--- src/rtl/duty_ramp.sv ---
// duty_ramp: slew-rate limited duty/direction controller for a PWM stage.
//
// A signed duty command sets a target magnitude (saturated to DUTY_MAX) and a
// direction. Once per ramp tick the output duty moves toward the target by at
// most STEP. A direction change is never applied at speed: the duty is first
// ramped to zero, held there for DIR_HOLD ticks, and only then is dir flipped
// and the ramp continues in the new direction.
//
// Ports
//   clk        in   system clock, all state on the rising edge
//   reset      in   asynchronous, active-high reset
//   enable     in   1: track the stored target; 0: ramp toward zero
//   cmd_valid  in   command present on cmd_duty
//   cmd_ready  out  command can be accepted this cycle (low while holding)
//   cmd_duty   in   signed duty command, sign selects direction
//   duty       out  unsigned duty magnitude, never above DUTY_MAX
//   dir        out  0 = forward, 1 = reverse
//   at_target  out  duty/dir have settled on the effective target
module duty_ramp #(
    parameter int CLK_FREQ = 32_000_000,
    parameter int PWM_FREQ = 20_000,
    parameter int STEP     = 16,
    parameter int RAMP_DIV = 1600,
    parameter int DIR_HOLD = 2
) (
    input  logic               clk,
    input  logic               reset,
    input  logic               enable,
    input  logic               cmd_valid,
    output logic               cmd_ready,
    input  logic signed [24:0] cmd_duty,
    output logic [23:0]        duty,
    output logic               dir,
    output logic               at_target
);

    localparam int DATA_W   = 24;
    localparam int DUTY_MAX = CLK_FREQ / PWM_FREQ;
    localparam logic [DATA_W-1:0] DUTY_MAX_V = DATA_W'(DUTY_MAX);
    localparam logic [DATA_W-1:0] STEP_V     = DATA_W'(STEP);

    localparam int PRE_W  = (RAMP_DIV > 1) ? $clog2(RAMP_DIV) : 1;
    localparam logic [PRE_W-1:0] PRE_LAST = PRE_W'(RAMP_DIV - 1);

    // DIR_HOLD is expected to be at least 1.
    localparam int HOLD_W = (DIR_HOLD > 1) ? $clog2(DIR_HOLD) : 1;
    localparam logic [HOLD_W-1:0] HOLD_LAST = HOLD_W'(DIR_HOLD - 1);

    localparam logic [1:0] S_IDLE = 2'd0;
    localparam logic [1:0] S_RAMP = 2'd1;
    localparam logic [1:0] S_HOLD = 2'd2;

    logic [PRE_W-1:0]  r_pre;
    logic [1:0]        r_state;
    logic [HOLD_W-1:0] r_hold;
    logic [DATA_W-1:0] r_duty;
    logic              r_dir;
    logic              r_at;
    logic [DATA_W-1:0] r_tgt_mag;
    logic              r_tgt_dir;

    logic              w_tick;
    logic              w_accept;
    logic [DATA_W-1:0] w_eff_mag;
    logic              w_eff_dir;
    logic [DATA_W-1:0] w_duty_nx;
    logic              w_dir_nx;
    logic [1:0]        w_state_nx;
    logic [HOLD_W-1:0] w_hold_nx;

    // |v| saturated to DUTY_MAX. Done in 25 bits so that -2^24 yields 2^24
    // rather than wrapping, and then clamps like any other large command.
    function automatic logic [DATA_W-1:0] sat_mag(input logic signed [24:0] v);
        logic [24:0] mag;
        mag = v[24] ? $unsigned(-v) : $unsigned(v);
        if (mag > {1'b0, DUTY_MAX_V}) begin
            return DUTY_MAX_V;
        end
        return mag[DATA_W-1:0];
    endfunction

    // One ramp step toward tgt; the last step is the remaining difference.
    function automatic logic [DATA_W-1:0] step_toward(input logic [DATA_W-1:0] cur,
                                                      input logic [DATA_W-1:0] tgt);
        logic [DATA_W-1:0] diff;
        if (cur < tgt) begin
            diff = tgt - cur;
            return (diff > STEP_V) ? cur + STEP_V : tgt;
        end
        diff = cur - tgt;
        return (diff > STEP_V) ? cur - STEP_V : tgt;
    endfunction

    assign w_tick    = (r_pre == PRE_LAST);
    assign cmd_ready = (r_state != S_HOLD);
    assign w_accept  = cmd_valid && cmd_ready;

    // A zero-magnitude target has no direction of its own; it follows the
    // current dir so that ramping to zero never triggers a reversal.
    assign w_eff_mag = enable ? r_tgt_mag : '0;
    assign w_eff_dir = (w_eff_mag == '0) ? r_dir : r_tgt_dir;

    // IDLE and RAMP share one tick rule: step once, then the state is IDLE
    // exactly when the step landed on the target. A settled IDLE tick is a
    // no-op, and a mismatch found in IDLE starts ramping on that tick.
    always_comb begin
        w_duty_nx  = r_duty;
        w_dir_nx   = r_dir;
        w_state_nx = r_state;
        w_hold_nx  = r_hold;
        if (w_tick) begin
            case (r_state)
                S_IDLE, S_RAMP: begin
                    if (w_eff_dir != r_dir) begin
                        w_duty_nx  = (r_duty > STEP_V) ? r_duty - STEP_V : '0;
                        w_state_nx = (w_duty_nx == '0) ? S_HOLD : S_RAMP;
                        w_hold_nx  = '0;
                    end else begin
                        w_duty_nx  = step_toward(r_duty, w_eff_mag);
                        w_state_nx = (w_duty_nx == w_eff_mag) ? S_IDLE : S_RAMP;
                    end
                end
                S_HOLD: begin
                    if (r_hold == HOLD_LAST) begin
                        w_dir_nx   = ~r_dir;
                        w_hold_nx  = '0;
                        w_state_nx = (w_eff_mag == '0) ? S_IDLE : S_RAMP;
                    end else begin
                        w_hold_nx  = r_hold + 1'b1;
                    end
                end
                default: begin
                    w_state_nx = S_IDLE;
                end
            endcase
        end
    end

    always_ff @(posedge clk or posedge reset) begin
        if (reset) begin
            r_pre     <= '0;
            r_state   <= S_IDLE;
            r_hold    <= '0;
            r_duty    <= '0;
            r_dir     <= 1'b0;
            r_at      <= 1'b1;
            r_tgt_mag <= '0;
            r_tgt_dir <= 1'b0;
        end else begin
            // Free-running prescaler; commands never restart it.
            r_pre   <= w_tick ? '0 : r_pre + 1'b1;
            r_state <= w_state_nx;
            r_hold  <= w_hold_nx;
            r_duty  <= w_duty_nx;
            r_dir   <= w_dir_nx;
            r_at    <= (w_state_nx == S_IDLE);
            // A command landing on a tick edge is stored after that tick has
            // already used the old target.
            if (w_accept) begin
                r_tgt_mag <= sat_mag(cmd_duty);
                r_tgt_dir <= cmd_duty[24];
            end
        end
    end

    assign duty      = r_duty;
    assign dir       = r_dir;
    assign at_target = r_at;

endmodule

--- config.mk ---
export PLATFORM = sky130hd
export DESIGN_NAME = duty_ramp
export DESIGN_NICKNAME = d
export VERILOG_FILES = /design/src/rtl/duty_ramp.sv
export SDC_FILE = /design/constraint.sdc
export NUM_CORES = 1
export LEC_CHECK = 0
export ABC_AREA = 1
export CORE_MARGIN = 2
export CORE_UTILIZATION = 62
export DETAILED_ROUTE_END_ITERATION = 10
export HOLD_SLACK_MARGIN = 0.1
export PLACE_DENSITY = 0.95
export SLEW_MARGIN = 20
export SYNTH_ARGS = -nofsm -noshare
export SYNTH_HDL_FRONTEND = slang
export SYNTH_SLANG_ARGS = --single-unit
--- constraint.sdc ---
create_clock -name clk -period 4 [get_ports clk]
set_clock_uncertainty 0.1 [all_clocks]
set_input_delay 0.6 -clock clk [delete_from_list [all_inputs] [get_ports clk]]
set_output_delay 0.6 -clock clk [all_outputs]
set_load 0.01 [all_outputs]
==> results of run 1 <==
-- what timing repair did --
item                       4_1_cts
buffers inserted                11
resized for setup              146
setup endpoints to repair       26
pin swaps                       17
gates cloned                     4
-- kinds of logic after synthesis --
group,synth area share (%)
xor+xnor,5.36
compound gates,11.4
fa+ha+maj,5.89
buf+inv,11.9
mux,0.123
flops,17.8
simple gates,47.4
-- layer usage --
| layer | GRT overflow | global-route usage [%] |
|---|---|---|
| met4 | 5 | 71.6 |
| met5 | 0 | 21.1 |
| met3 | 1 | 61.9 |
| met1 | 0 | 74.8 |
| met2 | 5 | 90.1 |
-- per-stage QoR --
step	std cells	hold slack (ns)
CTS	2061	0.363
detailed placement	2030	0.355
global placement	2030	0.350
floorplan	1620	0.333
==> flow_summary.yaml, run 1 <==
status:
  outcome: "did not finish"
  stop_stage: "5_1_grt"
  error: "[ERROR GRT-0116] Global routing finished with congestion. Check the congestion regions in the DRC Viewer."
floorplanning:
  io-pin-count: 56
  die_w_um: 125
  num_rows: 44
  initial_utilization_pct: 63.1
  die-height_um: 125
yosys:
  syn-num-nets: 1692
  synth_cell_type_count: 49
  synth_area_leader_cell: "nand2_1"
  ys_ff_latch: 65
  netlist.area_leader.share_pct: 21.8
  yosys_most_used_dff: "dfrtp_1"
  yosys.cell_count.top_type: "nand2_1"
  yosysWarnings: 0
  synth.cell_area_um2: 9130
  synth_area_leaders: "nand2_1 (22%), dfrtp_1 (18%), nand3_1 (9.6%)"
  synth_edf_count: 0
  synth.avg_cell_area_um2: 5.64
  synth_cells: 1620
  async_flop_share_pct: 100
  yosysSeqAreaShare_pct: 17.8
  synthTopCellsByCount: "nand2_1 (530), inv_1 (213), nand3_1 (175)"
global_routing:
  grt_pass1_vias: 16500
  grt.overflow.total: 11
  grt_pass1_wl_um: 90900
  grt_max_degree: 48
  grt_usage_pct: 74.4
placed_design:
  detailedPlace.worstSlack_ns: -1.16
  place_area_um2: 11400
  gp_congestion: 1.24
  portBuffers: 55
  dp_hpwl_um: 29000
cts:
  cts_max_path_buffers: 2
  ctsHoldBuffers: 0
  clock_sinks: 65
  numCtsBuffers: 9
  clockRootBuffer: "clkbuf_16"
  htree_levels: 3
==> inputs of run 2 (changes only) <==
CORE_UTILIZATION = 40   (was 62)
HOLD_SLACK_MARGIN = default   (was 0.1)
PLACE_DENSITY = default   (was 0.95)
PLACE_DENSITY_LB_ADDON = 0.15   (was default)
==> flow_summary.yaml, run 2 <==
setup_path:
  crit_path_end_kind: "flop"
  cp-start-kind: "input pin"
  rr_worst_depth: 32
  critPathMaxStageDelay_ns: 0.26
  worst-path-max-fanout: 8
  critPathArrivalTime_ns: 4.19
  path_buf_inv: 8
  critPathSlowestCell: "ha_4"
  cp.depth: 35
  critPathKind: "in2reg"
  crit_top_cell: "nand2_1"
  required_ns: 4.18
  critPathTopFamily: "simple AND/OR/NAND/NOR gates"
job:
  max-cap-violations: 0
yosys:
  netlist.area_leader.share_pct: 21.8
  syn-num-nets: 1692
  yosys_most_used_dff: "dfrtp_1"
  synth_cells: 1620
  yosys.cell_count.top_type: "nand2_1"
  synth_area_leaders: "nand2_1 (22%), dfrtp_1 (18%), nand3_1 (9.6%)"
  yosysSeqAreaShare_pct: 17.8
  yosysWarnings: 0
  ys_ff_latch: 65
  synth_area_leader_cell: "nand2_1"
  synth_edf_count: 0
  synth.cell_area_um2: 9130
  synth.avg_cell_area_um2: 5.64
  async_flop_share_pct: 100
  synthTopCellsByCount: "nand2_1 (530), inv_1 (213), nand3_1 (175)"
  synth_cell_type_count: 49
finish:
  final_cell_mix: "nand2_1 (456), buf_4 (308), inv_1 (191)"
  diodes: 0
  syn2layout_area_growth_pct: 50.8
  fillers: 2241
  multi_input_area_um2: 7390
  drive_above_1_share_pct: 30.7
  final_common_cell: "nand2_1"
  fin_nets: 2043
  regArea_um2: 1630
floorplanning:
  coreArea_um2: 22500
  initial_utilization_pct: 40.6
  io-pin-count: 56
  num_rows: 55
  die-height_um: 155
  die_w_um: 155
  fp.dieArea_um2: 24000
power:
  p_leak_nw: 7.04
  total_power_mw: 1.76
  ir_drop_mv: 0.247
  power_density_nw_per_um2: 128
routing:
  drt_iter0_markers: 856
  postRouteAntennaNets: 0
  wire_per_inst_um: 18.1
  dr.pass1.iters: 5
  routed_via_density: 5.37
  wl_um: 40900
  vias: 12100
  route.detailed.drc: 0
timing:
  fmax_ghz: 0.250
  whs_ns: 0.370
  fin_crit_ns: 4.01
  rsz0062_at_grt: "true"
  postLayoutSetupSlackWorst_ns: -0.00772
  setup_viol: 1
  worst_slew_pin_slew_ns: 0.910
  slew_violations: 0
  relSlewSlack_pct: 39.3
  hold_viol_final: 0
  post-route-period-util_pct: 100
global_routing:
  grt_max_degree: 66
  grt_pass1_wl_um: 63100
  grt.overflow.total: 0
  grt_pass1_vias: 11600
  grt_antenna_before_repair: 0
  grt_usage_pct: 34.1
cts:
  cts_tree: "yes"
  insertion_delay_ns: 0.35
  numCtsBuffers: 9
  htree_levels: 3
  clk_pin_slew_worst_paths_ns: 0.06
  clockRootBuffer: "clkbuf_16"
  cts_max_path_buffers: 2
  clock_sinks: 65
placed_design:
  portBuffers: 55
  gp_congestion: 1.03
  dp_hpwl_um: 32800
status:
  violations: "negative setup slack"
  outcome: "complete, but fails checks"
hold_path:
  worstHoldPathType: "reg2reg"
  min_path_cells: 1
-- run 2: stage by stage --
| step | cells | setup WS (ns) | util [%] | TNS (ns) | cell area [µm²] |
|---|---|---|---|---|---|
| after floorplan | 1620 | 0.0182 | - | 0 | 9130 |
| after global placement | 2202 | -1.30 | 53.5 | -19.53 | 12000 |
| after detailed placement | 2202 | -1.30 | 53.5 | -18.37 | 12000 |
| after CTS | 2249 | 0.0253 | 59.2 | 0 | 13300 |
| after global routing | 2261 | -0.167 | 61.2 | -0.485 | 13800 |
| final | 2261 | -0.00772 | 61.2 | -0.00772 | 13800 |
-- run 2: path summary, 6_finish.rpt --
kind	to	slack, ns	start
setup / recovery	at_target$_DFF_PP1_	-0.008	enable
hold / removal	r_pre[0]$_DFF_PP0_	0.37	r_pre[0]$_DFF_PP0_
setup reg to reg	at_target$_DFF_PP1_	0.14	r_tgt_mag[3]$_DFFE_PP0P_
hold reg to reg	r_pre[0]$_DFF_PP0_	0.37	r_pre[0]$_DFF_PP0_
max in group asynchronous	duty[12]$_DFFE_PP0P_	2.46	reset
min in group asynchronous	dir$_DFFE_PP0P_	0.74	reset
-- run 2: what timing repair did --
action / 4_1_cts / 5_1_grt
resized for setup: 176 / 113
pin swaps: 61 / 54
hold buffers: 0 / 0
buffers inserted: 29 / 13
endpoints found under the hold margin: 0 / 0
endpoints found under the setup margin: 26 / 4
cloned: 2 / 0
-- run 2: final cells by class --
class	count	share of cell area, %
flip-flops and latches	65	11.8
clock buffers	9	1.64
clock inverters	7	0.609
well taps	285	2.59
multi-input cells	1282	53.7
inverters	227	6.24
repair buffers	386	23.4
-- run 2: report_power, final --
group	internal [mW]	switching, mW	total, mW
Combinational	0.117	0.151	0.268
Clock	0.495	0.342	0.836
Sequential	0.658	0.000512	0.659
Total	1.27	0.493	1.76
-- run 2: layer usage --
layer / global-route usage [%] / up-vias / share of wire (%)
met5: 0 / - / 0
met3: 6.55 / 102 / 8.4
met4: 12.3 / 0 / 4.0
li1: - / 5956 / -
met1: 44.3 / 5526 / 43
met2: 56.4 / 551 / 45
-- run 2: kinds of logic after synthesis --
family,Yosys count,share of synthesized area (%)
AND/OR/NAND/NOR,996,47.4
buffers and inverters,273,11.9
AO/OA/AOI/OAI,187,11.4
flip-flops,65,17.8
XOR/XNOR,55,5.36
adder cells (fa/ha/maj),43,5.89
multiplexers,1,0.123
Power figures use the tool's default switching activity.
==> inputs of run 3 (changes only) <==
CELL_PAD_IN_SITES_DETAIL_PLACEMENT = 0   (was default)
CELL_PAD_IN_SITES_GLOBAL_PLACEMENT = 2   (was default)
CORE_UTILIZATION = 32   (was 40)
==> flow_summary.yaml, run 3 (synthesis gave the netlist of run 2 again) <==
power:
  pwr-share-seq_pct: 36.5
  power_density_nw_per_um2: 124
  clock_power_share_pct: 47.2
  p_leak_nw: 7.27
  total_power_mw: 1.80
  swShare_pct: 29.3
  intPower_mw: 1.28
  ir_drop_mv: 0.214
  p_comb_share_pct: 16.3
  power.switching_mw: 0.528
status:
  outcome: "finished clean"
routing:
  wire_per_inst_um: 18.4
  route.detailed.drc: 0
  wl_um: 43200
  dr.pass1.iters: 7
  postRouteAntennaNets: 0
  vias: 12100
  routed_via_density: 5.14
  drt_iter0_markers: 978
setup_path:
  critPathKind: "in2reg"
  cp-startpoint: "enable"
  critPathArrivalTime_ns: 4.15
  critPathTopFamily: "simple AND/OR/NAND/NOR gates"
  rrSetupSlack_ns: 0.16
  critPathSlowestCell: "ha_4"
  r2r-end: "at_target$_DFF_PP1_"
  worst-path-max-fanout: 8
  critPathMaxStageDelay_ns: 0.34
  cp.depth: 34
  endpoint: "at_target$_DFF_PP1_"
  crit_path_end_kind: "flop"
  required_ns: 4.19
  rr_startpoint: "duty[19]$_DFFE_PP0P_"
  cp-start-kind: "input pin"
  crit_top_cell: "nand2_1"
  path_buf_inv: 7
  rr_worst_depth: 31
finish:
  design_area_um2: 14500
  multi_input_area_um2: 7950
  fillers: 2924
  final_common_cell: "nand2_1"
  drive_above_1_share_pct: 34.7
  final_cell_mix: "nand2_1 (416), buf_4 (287), inv_1 (186)"
  regArea_um2: 1630
  final_cells: 2349
  syn2layout_area_growth_pct: 59.1
  utilization_pct: 52.0
  diodes: 0
  fin_nets: 2038
cts:
  cts_max_path_buffers: 2
  clk_pin_slew_worst_paths_ns: 0.07
  clock_sinks: 65
  insertion_delay_ns: 0.35
  ctsHoldBuffers: 0
  numCtsBuffers: 9
  clockRootBuffer: "clkbuf_16"
  cts_tree: "yes"
  htree_levels: 3
timing:
  fmax_ghz: 0.252
  postLayoutSetupSlackWorst_ns: 0.0386
  slew_violations: 0
  fin_crit_ns: 3.96
  worst_slew_pin_slew_ns: 0.798
  relSlewSlack_pct: 46.7
  rsz0062_at_grt: "true"
  fin_setup_tns_ns: 0
  post-route-period-util_pct: 99.0
  hold_viol_final: 0
  setup_viol: 0
  whs_ns: 0.383
hold_path:
  min_path_cells: 1
  worstHoldPathType: "reg2reg"
  min_from: "r_pre[0]$_DFF_PP0_"
floorplanning:
  fp.dieArea_um2: 29900
  die-height_um: 173
  io-pin-count: 56
  die_w_um: 173
  coreArea_um2: 27900
  initial_utilization_pct: 32.7
  num_rows: 61
global_routing:
  grt_usage_pct: 27.7
  grt_max_degree: 43
  grt_pass1_wl_um: 64300
  grt_antenna_before_repair: 0
  grt.overflow.total: 0
  grt_pass1_vias: 11300
placed_design:
  place_area_um2: 12100
  placed_cells: 2285
  detailedPlace.worstSlack_ns: -1.21
  dp_hpwl_um: 34000
  gp_congestion: 0.933
  portBuffers: 55
job:
  max-cap-violations: 0
-- run 3: changes by cell type in the layout (fill, tap and decap cells not counted), sizes merged --
cell / delta
inv: -3
bufbuf: +1
buf: -7
clkbuf: +1
clkinvlp: +2
clkinv: +1
-- run 3: area by class of cell --
type	instances	area share, %
multi-input cells	1282	54.7
repair buffers	381	22.8
flip-flops and latches	65	11.2
inverters	227	5.95
well taps	378	3.26
clock buffers	9	1.55
clock inverters	7	0.534
-- run 3: power groups by stage --
stage	combinational [mW]	sequential (mW)	clock (mW)
after floorplan	0.120	0.671	0
after global placement	0.242	0.671	0
after detailed placement	0.242	0.671	0
after CTS	0.275	0.659	0.863
after global routing	0.315	0.658	0.892
final	0.294	0.659	0.852
-- run 3: worst min-delay path by stage --
stage / end / slack [ns]
after floorplan: r_pre[0]$_DFF_PP0_ / 0.33
after global placement: r_pre[0]$_DFF_PP0_ / 0.35
after detailed placement: r_tgt_mag[3]$_DFFE_PP0P_ / 0.38
after CTS: r_pre[0]$_DFF_PP0_ / 0.39
after global routing: r_pre[0]$_DFF_PP0_ / 0.41
final: r_pre[0]$_DFF_PP0_ / 0.38
-- run 3: metal layers --
layer | vias up | routed length [µm] | GRT usage [%]
li1 | 5949 | - | -
met1 | 5644 | 19800 | 38.3
met2 | 409 | 20000 | 45.3
met3 | 65 | 2450 | 3.69
met4 | 0 | 1070 | 7.34
met5 | - | 0 | 0
-- run 3: timing repair --
| action | 4_1_cts | 5_1_grt |
|---|---|---|
| setup endpoints to repair | 26 | 4 |
| pin swaps | 55 | 115 |
| buffers inserted | 22 | 21 |
| resized for setup | 198 | 247 |
| endpoints found under the hold margin | 0 | 0 |
| gates cloned | 3 | 2 |
-- run 3: worst reg2reg max path, delay by kind of cell (launching register included) --
kind,cells,cell delay [ns]
simple gates,22,2.04
flops,1,0.38
fa+ha+maj,1,0.27
compound gates,2,0.24
buf+inv,6,0.78
==> inputs of run 4 (changes only) <==
HOLD_SLACK_MARGIN = 0.15   (was default)
==> results of run 4 <==
No change in the layout: final DEF, timing and power equal those of run 3.
